### src/rtl/doc5503_patch_seq.sv
// DOC5503 register-patch sequencer: plays a host-loaded (addr, data, verify) table onto
// the DOC register bus, paced by the DOC clock enable, with read-back verify and retries.
module doc5503_patch_seq #(
    parameter int unsigned DEPTH       = 16,
    parameter int unsigned MAX_RETRY   = 2,
    parameter logic [7:0]  OSC_EN_ADDR = 8'hE1,
    localparam int unsigned IDX_W      = $clog2(DEPTH)
) (
    input  logic             clk_i,
    input  logic             reset_i,
    input  logic             clk_en_i,
    input  logic             load_we_i,
    input  logic [IDX_W-1:0] load_idx_i,
    input  logic [7:0]       load_addr_i,
    input  logic [7:0]       load_data_i,
    input  logic             load_vfy_i,
    input  logic [IDX_W:0]   len_i,
    input  logic             start_i,
    input  logic             abort_i,
    output logic             cs_n_o,
    output logic             we_n_o,
    output logic [7:0]       addr_o,
    output logic [7:0]       data_o,
    input  logic [7:0]       doc_data_i,
    output logic             ready_o,
    output logic             busy_o,
    output logic             done_o,
    output logic             error_o,
    output logic [IDX_W-1:0] err_idx_o,
    output logic [7:0]       osc_en_o
);
    localparam int unsigned LEN_W   = IDX_W + 1;
    localparam int unsigned RTRY_W  = $clog2(MAX_RETRY + 2);

    typedef enum logic [2:0] {S_IDLE, S_WRITE, S_READ, S_CHECK, S_GAP} state_e;

    typedef struct packed {
        logic [7:0] addr;
        logic [7:0] data;
        logic       vfy;
    } entry_t;

    entry_t              tbl_q [DEPTH];
    entry_t              cur;

    state_e              state_q, state_d;
    logic [IDX_W-1:0]    idx_q, idx_d;
    logic [LEN_W-1:0]    len_q, len_d;
    logic [RTRY_W-1:0]   retry_q, retry_d;
    logic                pend_q, pend_d;
    logic [7:0]          rd_q, rd_d;
    logic                cs_n_q, cs_n_d;
    logic                we_n_q, we_n_d;
    logic [7:0]          addr_q, addr_d;
    logic [7:0]          data_q, data_d;
    logic                ready_q, ready_d;
    logic                busy_q, busy_d;
    logic                done_q, done_d;
    logic                error_q, error_d;
    logic [IDX_W-1:0]    err_idx_q, err_idx_d;
    logic [7:0]          osc_en_q, osc_en_d;

    logic                match;
    logic                last;
    logic                can_retry;

    assign cur       = tbl_q[idx_q];
    assign match     = (rd_q == cur.data);
    assign last      = ({1'b0, idx_q} == (len_q - LEN_W'(1)));
    assign can_retry = (retry_q < RTRY_W'(MAX_RETRY));

    // Patch table: loaded only while idle, deliberately not reset.
    always_ff @(posedge clk_i) begin
        if (load_we_i && state_q == S_IDLE) begin
            tbl_q[load_idx_i] <= '{addr: load_addr_i, data: load_data_i, vfy: load_vfy_i};
        end
    end

    always_ff @(posedge clk_i) begin
        if (reset_i) state_q <= S_IDLE;
        else         state_q <= state_d;
    end

    // Next state; abort beats a same-cycle strobe completion.
    always_comb begin
        state_d = state_q;
        unique case (state_q)
            S_IDLE: begin
                if (start_i && len_i != '0) state_d = S_WRITE;
            end
            S_WRITE: begin
                if (abort_i)       state_d = S_IDLE;
                else if (clk_en_i) state_d = cur.vfy ? S_READ : S_GAP;
            end
            S_READ: begin
                if (abort_i)       state_d = S_IDLE;
                else if (clk_en_i) state_d = S_CHECK;
            end
            S_CHECK: begin
                if (abort_i)                    state_d = S_IDLE;
                else if (match || can_retry)    state_d = S_GAP;
                else                            state_d = S_IDLE;
            end
            S_GAP: begin
                if (abort_i)                    state_d = S_IDLE;
                else if (clk_en_i)              state_d = (pend_q || !last) ? S_WRITE : S_IDLE;
            end
            default: state_d = S_IDLE;
        endcase
    end

    // Datapath and registered outputs, decoded from the next state.
    always_comb begin
        idx_d     = idx_q;
        len_d     = len_q;
        retry_d   = retry_q;
        pend_d    = pend_q;
        rd_d      = rd_q;
        osc_en_d  = osc_en_q;
        error_d   = error_q;
        err_idx_d = err_idx_q;
        done_d    = 1'b0;

        unique case (state_q)
            S_IDLE: begin
                if (start_i) begin
                    if (len_i == '0) begin
                        done_d = 1'b1;
                    end else begin
                        len_d   = (len_i > LEN_W'(DEPTH)) ? LEN_W'(DEPTH) : len_i;
                        idx_d   = '0;
                        retry_d = '0;
                        pend_d  = 1'b0;
                        error_d = 1'b0;
                    end
                end
            end
            S_WRITE: begin
                if (!abort_i && clk_en_i) begin
                    pend_d = 1'b0;
                    if (cur.addr == OSC_EN_ADDR) osc_en_d = {3'b000, cur.data[5:1]} + 8'd1;
                end
            end
            S_READ: begin
                if (!abort_i && clk_en_i) rd_d = doc_data_i;
            end
            S_CHECK: begin
                if (!abort_i && !match) begin
                    if (can_retry) begin
                        retry_d = retry_q + RTRY_W'(1);
                        pend_d  = 1'b1;
                    end else begin
                        error_d   = 1'b1;
                        err_idx_d = idx_q;
                        done_d    = 1'b1;
                    end
                end
            end
            S_GAP: begin
                if (!abort_i && clk_en_i && !pend_q) begin
                    if (last) begin
                        done_d = 1'b1;
                    end else begin
                        idx_d   = idx_q + IDX_W'(1);
                        retry_d = '0;
                    end
                end
            end
            default: ;
        endcase
    end

    always_comb begin
        cs_n_d  = !(state_d == S_WRITE || state_d == S_READ);
        we_n_d  = (state_d != S_WRITE);
        ready_d = (state_d == S_IDLE);
        busy_d  = (state_d != S_IDLE);
        addr_d  = addr_q;
        data_d  = data_q;
        if (state_d == S_WRITE || state_d == S_READ) addr_d = tbl_q[idx_d].addr;
        if (state_d == S_WRITE)                      data_d = tbl_q[idx_d].data;
    end

    always_ff @(posedge clk_i) begin
        if (reset_i) begin
            idx_q     <= '0;
            len_q     <= '0;
            retry_q   <= '0;
            pend_q    <= 1'b0;
            rd_q      <= '0;
            cs_n_q    <= 1'b1;
            we_n_q    <= 1'b1;
            addr_q    <= '0;
            data_q    <= '0;
            ready_q   <= 1'b1;
            busy_q    <= 1'b0;
            done_q    <= 1'b0;
            error_q   <= 1'b0;
            err_idx_q <= '0;
            osc_en_q  <= '0;
        end else begin
            idx_q     <= idx_d;
            len_q     <= len_d;
            retry_q   <= retry_d;
            pend_q    <= pend_d;
            rd_q      <= rd_d;
            cs_n_q    <= cs_n_d;
            we_n_q    <= we_n_d;
            addr_q    <= addr_d;
            data_q    <= data_d;
            ready_q   <= ready_d;
            busy_q    <= busy_d;
            done_q    <= done_d;
            error_q   <= error_d;
            err_idx_q <= err_idx_d;
            osc_en_q  <= osc_en_d;
        end
    end

    assign cs_n_o    = cs_n_q;
    assign we_n_o    = we_n_q;
    assign addr_o    = addr_q;
    assign data_o    = data_q;
    assign ready_o   = ready_q;
    assign busy_o    = busy_q;
    assign done_o    = done_q;
    assign error_o   = error_q;
    assign err_idx_o = err_idx_q;
    assign osc_en_o  = osc_en_q;

endmodule

### config.mk
export PLATFORM = sky130hd
export DESIGN_NAME = doc5503_patch_seq
export DESIGN_NICKNAME = d
export VERILOG_FILES = /design/src/rtl/doc5503_patch_seq.sv
export SDC_FILE = /design/constraint.sdc
export NUM_CORES = 1
export LEC_CHECK = 0
export ABC_AREA = 1
export CORE_UTILIZATION = 48
export DETAILED_ROUTE_END_ITERATION = 7
export MAX_ROUTING_LAYER = met4
export PLACE_DENSITY = 0.68
export REMOVE_ABC_BUFFERS = 1
export SETUP_SLACK_MARGIN = 0.4
export SYNTH_ARGS = -nofsm -noshare
export SYNTH_HDL_FRONTEND = slang
export SYNTH_SLANG_ARGS = --single-unit
### constraint.sdc
create_clock -name clk_i -period 4.9 [get_ports clk_i]
set_input_delay 0.49 -clock clk_i [delete_from_list [all_inputs] [get_ports clk_i]]
set_output_delay 0.49 -clock clk_i [all_outputs]
set_load 0.02 [all_outputs]
# Word level (Yosys, flattened, before mapping)
# Memory sizes are Yosys's and may differ from the RTL's. A register that Yosys moved wholly into a read port is not among the register bits.
# Cells that the tools add are included.
[op_classes]
n_addsub = 4
order_cmp = 2
n_eq_ne = 18
mux = 44
bitwise = 2
reduce_logical = 28
[op_table]
columns = ["cell", "n"]
rows = [
  ["$mux W3", 10],
  ["$mux W4", 5],
  ["$mux W1", 16],
  ["$ne A2 B2 Y1 const B", 8],
  ["$pmux W3 S5", 1],
  ["$mux W2", 6],
  ["$eq A3 B2 Y1 const B", 3],
  ["$reduce_and A3 Y1", 3],
  ["$reduce_bool A3 Y1", 3],
  ["$eq A8 B8 Y1", 1],
  ["$eq A8 B8 Y1 const B", 1],
  ["$pmux W4 S2", 1],
  ["$reduce_and A7 Y1", 1],
  ["$add A5 B1 Y6 const B", 1],
  ["$eq A3 B1 Y1 const B", 2],
  ["$logic_not A3 Y1", 2],
  ["$pmux W1 S3", 2],
  ["$pmux W2 S3", 1],
  ["$reduce_and A6 Y1", 1],
  ["$eq A4 B5 Y1", 1],
  ["$gt A5 B5 Y1 const B", 1],
  ["$logic_and A1 B1 Y1", 5],
  ["$logic_not A1 Y1", 5],
  ["$logic_not A5 Y1", 1],
  ["other kinds (14)", 17],
]
[word_totals]
regBits = 57
ramBits = 272
in_bits = 40
out_inout_bits = 34
memories = 1
[mem_list]
columns = ["memory", "words", "width", "rd", "rd_ports_with_merged_regs", "write_ports", "line", "rtl"]
rows = [
  ["tbl_q", 16, 17, 2, 1, 1, "43", "entry_t tbl_q [DEPTH];"],
]

# Logic depth before layout (Yosys ltp)
[logic_depth]
depth_word = 11
depth_mapped = 21
depth_no_buf = 19

# Worst setup path after synthesis
# Ideal clock, no wire load.
[synth_timing]
kind = "reg2reg"
start = "register len_q[0]"
end = "register addr_q[5], in the netlist addr_o[5], read port of tbl_q"
setup_ns = 0.109
t_arrival_ns = 2.127
required_ns = 4.791
slack_ns = 2.664
stages_incl_launch_ff = 20
n_path_buf = 1
path_cell_list = "dfxtp_1 > inv_1 > ha_1 > nand2_1 > inv_1 > nor2_1 > nand3_1 > nor2_1 > nand2_2 > nor3_1 > o21ai_0 > nand2_1 > nand2_1 > nor2_2 > nor2_4 > buf_2 > o21ai_0 > inv_1 > nand2_1 > inv_1"
[synth_via]
elab_chain_cells = 10
[synth_lines]
columns = ["item", "line", "rtl"]
rows = [
  ["start: declaration", "48", "logic [LEN_W-1:0] len_q, len_d;"],
  ["start signal: assignment", "203", "len_q <= len_d;"],
  ["$sub A5 B1 Y5 *", "69", "assign last = ({1'b0, idx_q} == (len_q - LEN_W'(1)));"],
  ["$eq A4 B5 Y1 *", "69", ""],
  ["$logic_not A1 Y1", "106", "else if (clk_en_i) state_d = (pend_q || !last) ? S_WRITE : S_IDLE;"],
  ["$logic_or A1 B1 Y1", "106", ""],
  ["$mux W1", "106", ""],
  ["$mux W3", "106", ""],
  ["$mux W3", "105", "if (abort_i) state_d = S_IDLE;"],
  ["$pmux W3 S5", "87", "unique case (state_q)"],
  ["$eq A3 B1 Y1 or $eq A3 B2 Y1 (tied branches)", "180", "if (state_d == S_WRITE || state_d == S_READ) addr_d = tbl_q[idx_d].addr;"],
  ["$logic_or A1 B1 Y1", "180", ""],
  ["end: declaration", "54", "logic [7:0] addr_q, addr_d;"],
]
# Every way passes the cells marked *; elsewhere a longest branch is shown, timed or not.
# A chain may end at the register's enable or synchronous reset.

# Worst setup path after layout
[layout_timing]
start = "register len_q[0]"
end = "register data_q[6], in the netlist data_o[6], read port of tbl_q"
[layout_via]
elab_chain_cells = 9
[layout_lines]
columns = ["item", "line", "rtl"]
rows = [
  ["$sub A5 B1 Y5 *", "69", ""],
  ["$eq A4 B5 Y1 *", "69", ""],
  ["parallel branches: the longest is 7 deep, another holds $mem_v2 Z16 W17", "-", ""],
  ["end: declaration", "55", "logic [7:0] data_q, data_d;"],
]
# Mark *: on every way between the ends.

==> metrics <==
vias per cell 5.82; Max VDD drop 262 uV; critical path arrival between 4 and 5 ns; critical path class reg2reg; Total Neg Setup Slack 0 ns; CP max-delay cell nand2_4; register area share after synthesis 55.2%; HP Start err_idx_o[1]$_SDFFE_PP0P_; met2 wire len 22900 um; Finish-stage setup viols 0; FF-to-FF End data_o[6]$_SDFFE_PP0N_; Top Layer Used met4; hold slack final 0.444 ns; r2r startpoint len_q[0]$_SDFFE_PP0P_; layout cells sized above 1 7.00%; Clk Latency, worst-skew pair 0.53 ns; P_leak ~7.5 nW; Resized cells post-CTS 0; final hold vios 0; met1 wire length between 15000 and 20000 um; Initial DRC Count ~1700; Initial Util 48.8%; Die ar. 35800 um2; count of pins over their slew limit 0; critical path peak fanout 78; crit path cell chain inv_1 > ha_1 > nand2_1 > inv_1 > nor2_1 > nand3_1 > nor2_1 > nand2_2 > nand3_1 > nand3_4 > nand2_4 > buf_12 > nand2_1 > nand3_1 > nand3_1 > nand3_1 > nand3_1 > nand2_1 > inv_1; CTS buffer count 36; Routed WL 49500 um; hold path depth 2; Worst EP required 5.31 ns; # IOs 74; Reg area 9270 um2; post-layout util 54.7%; Internal 4.73 mW; multi-input logic area 5720 um2; flops & latches, synth 327; Worst Max-Slew Pin Slew 0.974 ns; CP most frequent cell nand3_1; Post-synth EDFFs 272; initial antenna violation count 0; Clk network pwr share between 40% and 50%; Syn-to-layout area delta 12.3%; first-pass GRT wire length 75200 um; Final Critical Period 3.60 ns; hold_buf cts 0; pin count of the biggest net entering global routing 81; drt drc 0; setup bufs post-CTS 0; root buf cell clkbuf_16; htree depth 2; Die Span Y 189 um; CP Launch Type flip-flop; post-route ant nets 0; crit path capture type flip-flop; clock tree buffer depth 3; Post-synth ARST share 0%; Pwr Total 6.04 mW; FF-to-FF setup slack ~1.3 ns; diode count 0; gr usage total 28.4%; grt total ovfl 0; NumNets Final about 2000; core area around 34000 um2; Reg clk slew, reported paths 0.06 ns; Clock Sinks 327; Distinct cells, synth 43; max_slew headroom about a third; width of the die 189 um; FMAX 278 MHz; CTS tree done; routability cong. 0.938; hold endpoint err_idx_o[1]$_SDFFE_PP0P_; max cap viols 0; reg2reg path depth 19; Reg power frac 51.0%; vias in the first global route 13298; sw frac 21.8%; routed len/inst roughly 21 um; ys flop type edfxtp_1; worst hold path class reg2reg; sum of buffers and inverters on the critical path 4; fillcell total 3057; Post-Syn Instances between 1500 and 2000; detailed placer's ending HPWL 29400 um; period utilisation layout 73.4%; metal3 WL roughly 5000 um; TritonRoute pass-1 iters 6; Post-Syn Area 16800 um2; power per standard cell area 320 nW/um2; clock skew 0.0172 ns; Combinational Power Share between 5 and 6%; CP top delay family simple AND/OR/NAND/NOR gates; port bufs 71; status finished clean; row count a little under 70; max incr delay on CP roughly 0.6 ns; via count 13955; syn_area_per_cell 8.87 um2; Yosys warning count 0; switching pwr approximately 1.3 mW; RSZ-0062 raised after global routing no
==> cells by family (layout without fill, tap and decap cells) <==
| family | Yosys count | in the layout | synth area share (%) |
|---|---|---|---|
| buf+inv | 432 | 480 | 11.3 |
| flops | 327 | 327 | 55.2 |
| xor+xnor | 3 | 3 | 0.156 |
| other cells | 1 | 2 | 0.0223 |
| fa+ha+maj | 3 | 3 | 0.223 |
| simple gates | 887 | 887 | 25.0 |
| compound gates | 242 | 242 | 8.15 |
==> worst max path at each step <==
| stage | from | to | cells after the start |
|---|---|---|---|
| finish | len_q[0]$_SDFFE_PP0P_ | data_o[6]$_SDFFE_PP0N_ | 19 |
| detailed placement | clk_en_i | data_o[4]$_SDFFE_PP0N_ | 17 |
| global placement | clk_en_i | addr_o[0]$_SDFFE_PP0P_ | 17 |
| global route | len_q[0]$_SDFFE_PP0P_ | data_o[0]$_SDFFE_PP0N_ | 19 |
| floorplan | idx_q[0]$_SDFF_PP0_ | data_o[7]$_SDFFE_PP0N_ | 9 |
| CTS | len_q[0]$_SDFFE_PP0P_ | data_o[6]$_SDFFE_PP0N_ | 19 |
==> flip-flops by register name (all words and copies together) (netlist names), 2 cells and up <==
register   flops
tbl_q        272
addr_o         8
data_o         8
rd_q           8
osc_en_o       6
len_q          5
err_idx_o      4
idx_q          4
state_q        3
retry_q        2
==> synthesized netlist by cell type, types with 2 or more instances <==
master | instances | area, um2
edfxtp_1 | 272 | 8170
buf_4 | 21 | 158
inv_2 | 11 | 41.3
nor2_1 | 66 | 248
o21ai_0 | 103 | 515
nor2_4 | 2 | 22.5
o221ai_1 | 4 | 35.0
a221oi_1 | 2 | 17.5
clkbuf_1 | 10 | 37.5
buf_6 | 14 | 158
inv_1 | 301 | 1130
nor4_1 | 12 | 75.1
a21oi_2 | 2 | 17.5
nand3b_1 | 44 | 330
o2111ai_1 | 2 | 17.5
nand3_1 | 424 | 2120
nand2_1 | 282 | 1060
nor3_1 | 19 | 95.1
o21ai_1 | 4 | 20.0
a21oi_1 | 79 | 395
nand2_2 | 7 | 43.8
xor2_1 | 2 | 17.5
o211ai_1 | 29 | 218
o311ai_0 | 2 | 17.5
buf_1 | 5 | 18.8
dfxtp_1 | 55 | 1100
nand3_2 | 3 | 30.0
nor2_2 | 6 | 37.5
ha_1 | 3 | 37.5
a211oi_1 | 7 | 52.6
nand4_1 | 21 | 131
buf_2 | 70 | 350
==> through the flow <==
step | cells | worst slack (ns) | area, um2
after floorplan | 1776 | -3.19 | 16100
after CTS | 2399 | 1.37 | 18900
after global routing | 2399 | 0.982 | 18900
final | 2399 | 1.30 | 18900
after detailed placement | 2334 | 1.17 | 17700
after global placement | 2334 | 1.23 | 17700
==> power by group through the flow <==
stage	logic (mW)	clock network, mW	registers (mW)
final	0.315	2.65	3.08
after CTS	0.313	2.69	3.08
after detailed placement	0.311	0	3.14
after global placement	0.307	0	3.14
after floorplan	0.132	0	3.15
after global routing	0.341	2.79	3.08
==> cell type report <==
class,count,share of cell area (%)
flip-flops and latches,327,49.2
multi-input cells,1137,30.3
inverters,312,6.21
repair buffers,103,5.17
clock buffers,44,5.10
well taps,455,3.02
clock inverters,21,1.00
==> cells in the final DEF (no fill, tap or decap), types with 18 or more instances in the layout <==
master	netlist	layout
nand4_1	21	21
o21ai_0	103	103
inv_1	301	301
nand3_1	424	424
nand3b_1	44	44
clkdlybuf4s50_1	0	71
edfxtp_1	272	272
a21oi_1	79	79
nor3_1	19	19
dfxtp_1	55	53
nand2_1	282	281
nor2_2	6	18
buf_4	21	30
o211ai_1	29	29
nor2_1	66	50
clkbuf_16	0	37
==> worst register-to-register path, cell delays in order (launching register included) <==
cell and delay, ns:
dfxtp_1 0.38, inv_1 0.10, ha_1 0.31, nand2_1 0.07
inv_1 0.04, nor2_1 0.08, nand3_1 0.08, nor2_1 0.11
nand2_2 0.12, nand3_1 0.16, nand3_4 0.35, nand2_4 0.61
buf_12 0.36, nand2_1 0.24, nand3_1 0.11, nand3_1 0.09
nand3_1 0.10, nand3_1 0.09, nand2_1 0.06, inv_1 0.03
==> routing by layer <==
metal | vias to the layer above | track usage, %
met5 | - | -
met4 | 0 | 11.8
met3 | 147 | 4.28
met2 | 774 | 44.5
met1 | 6541 | 36.9
li1 | 6493 | -
Power figures use the tool's default switching activity.
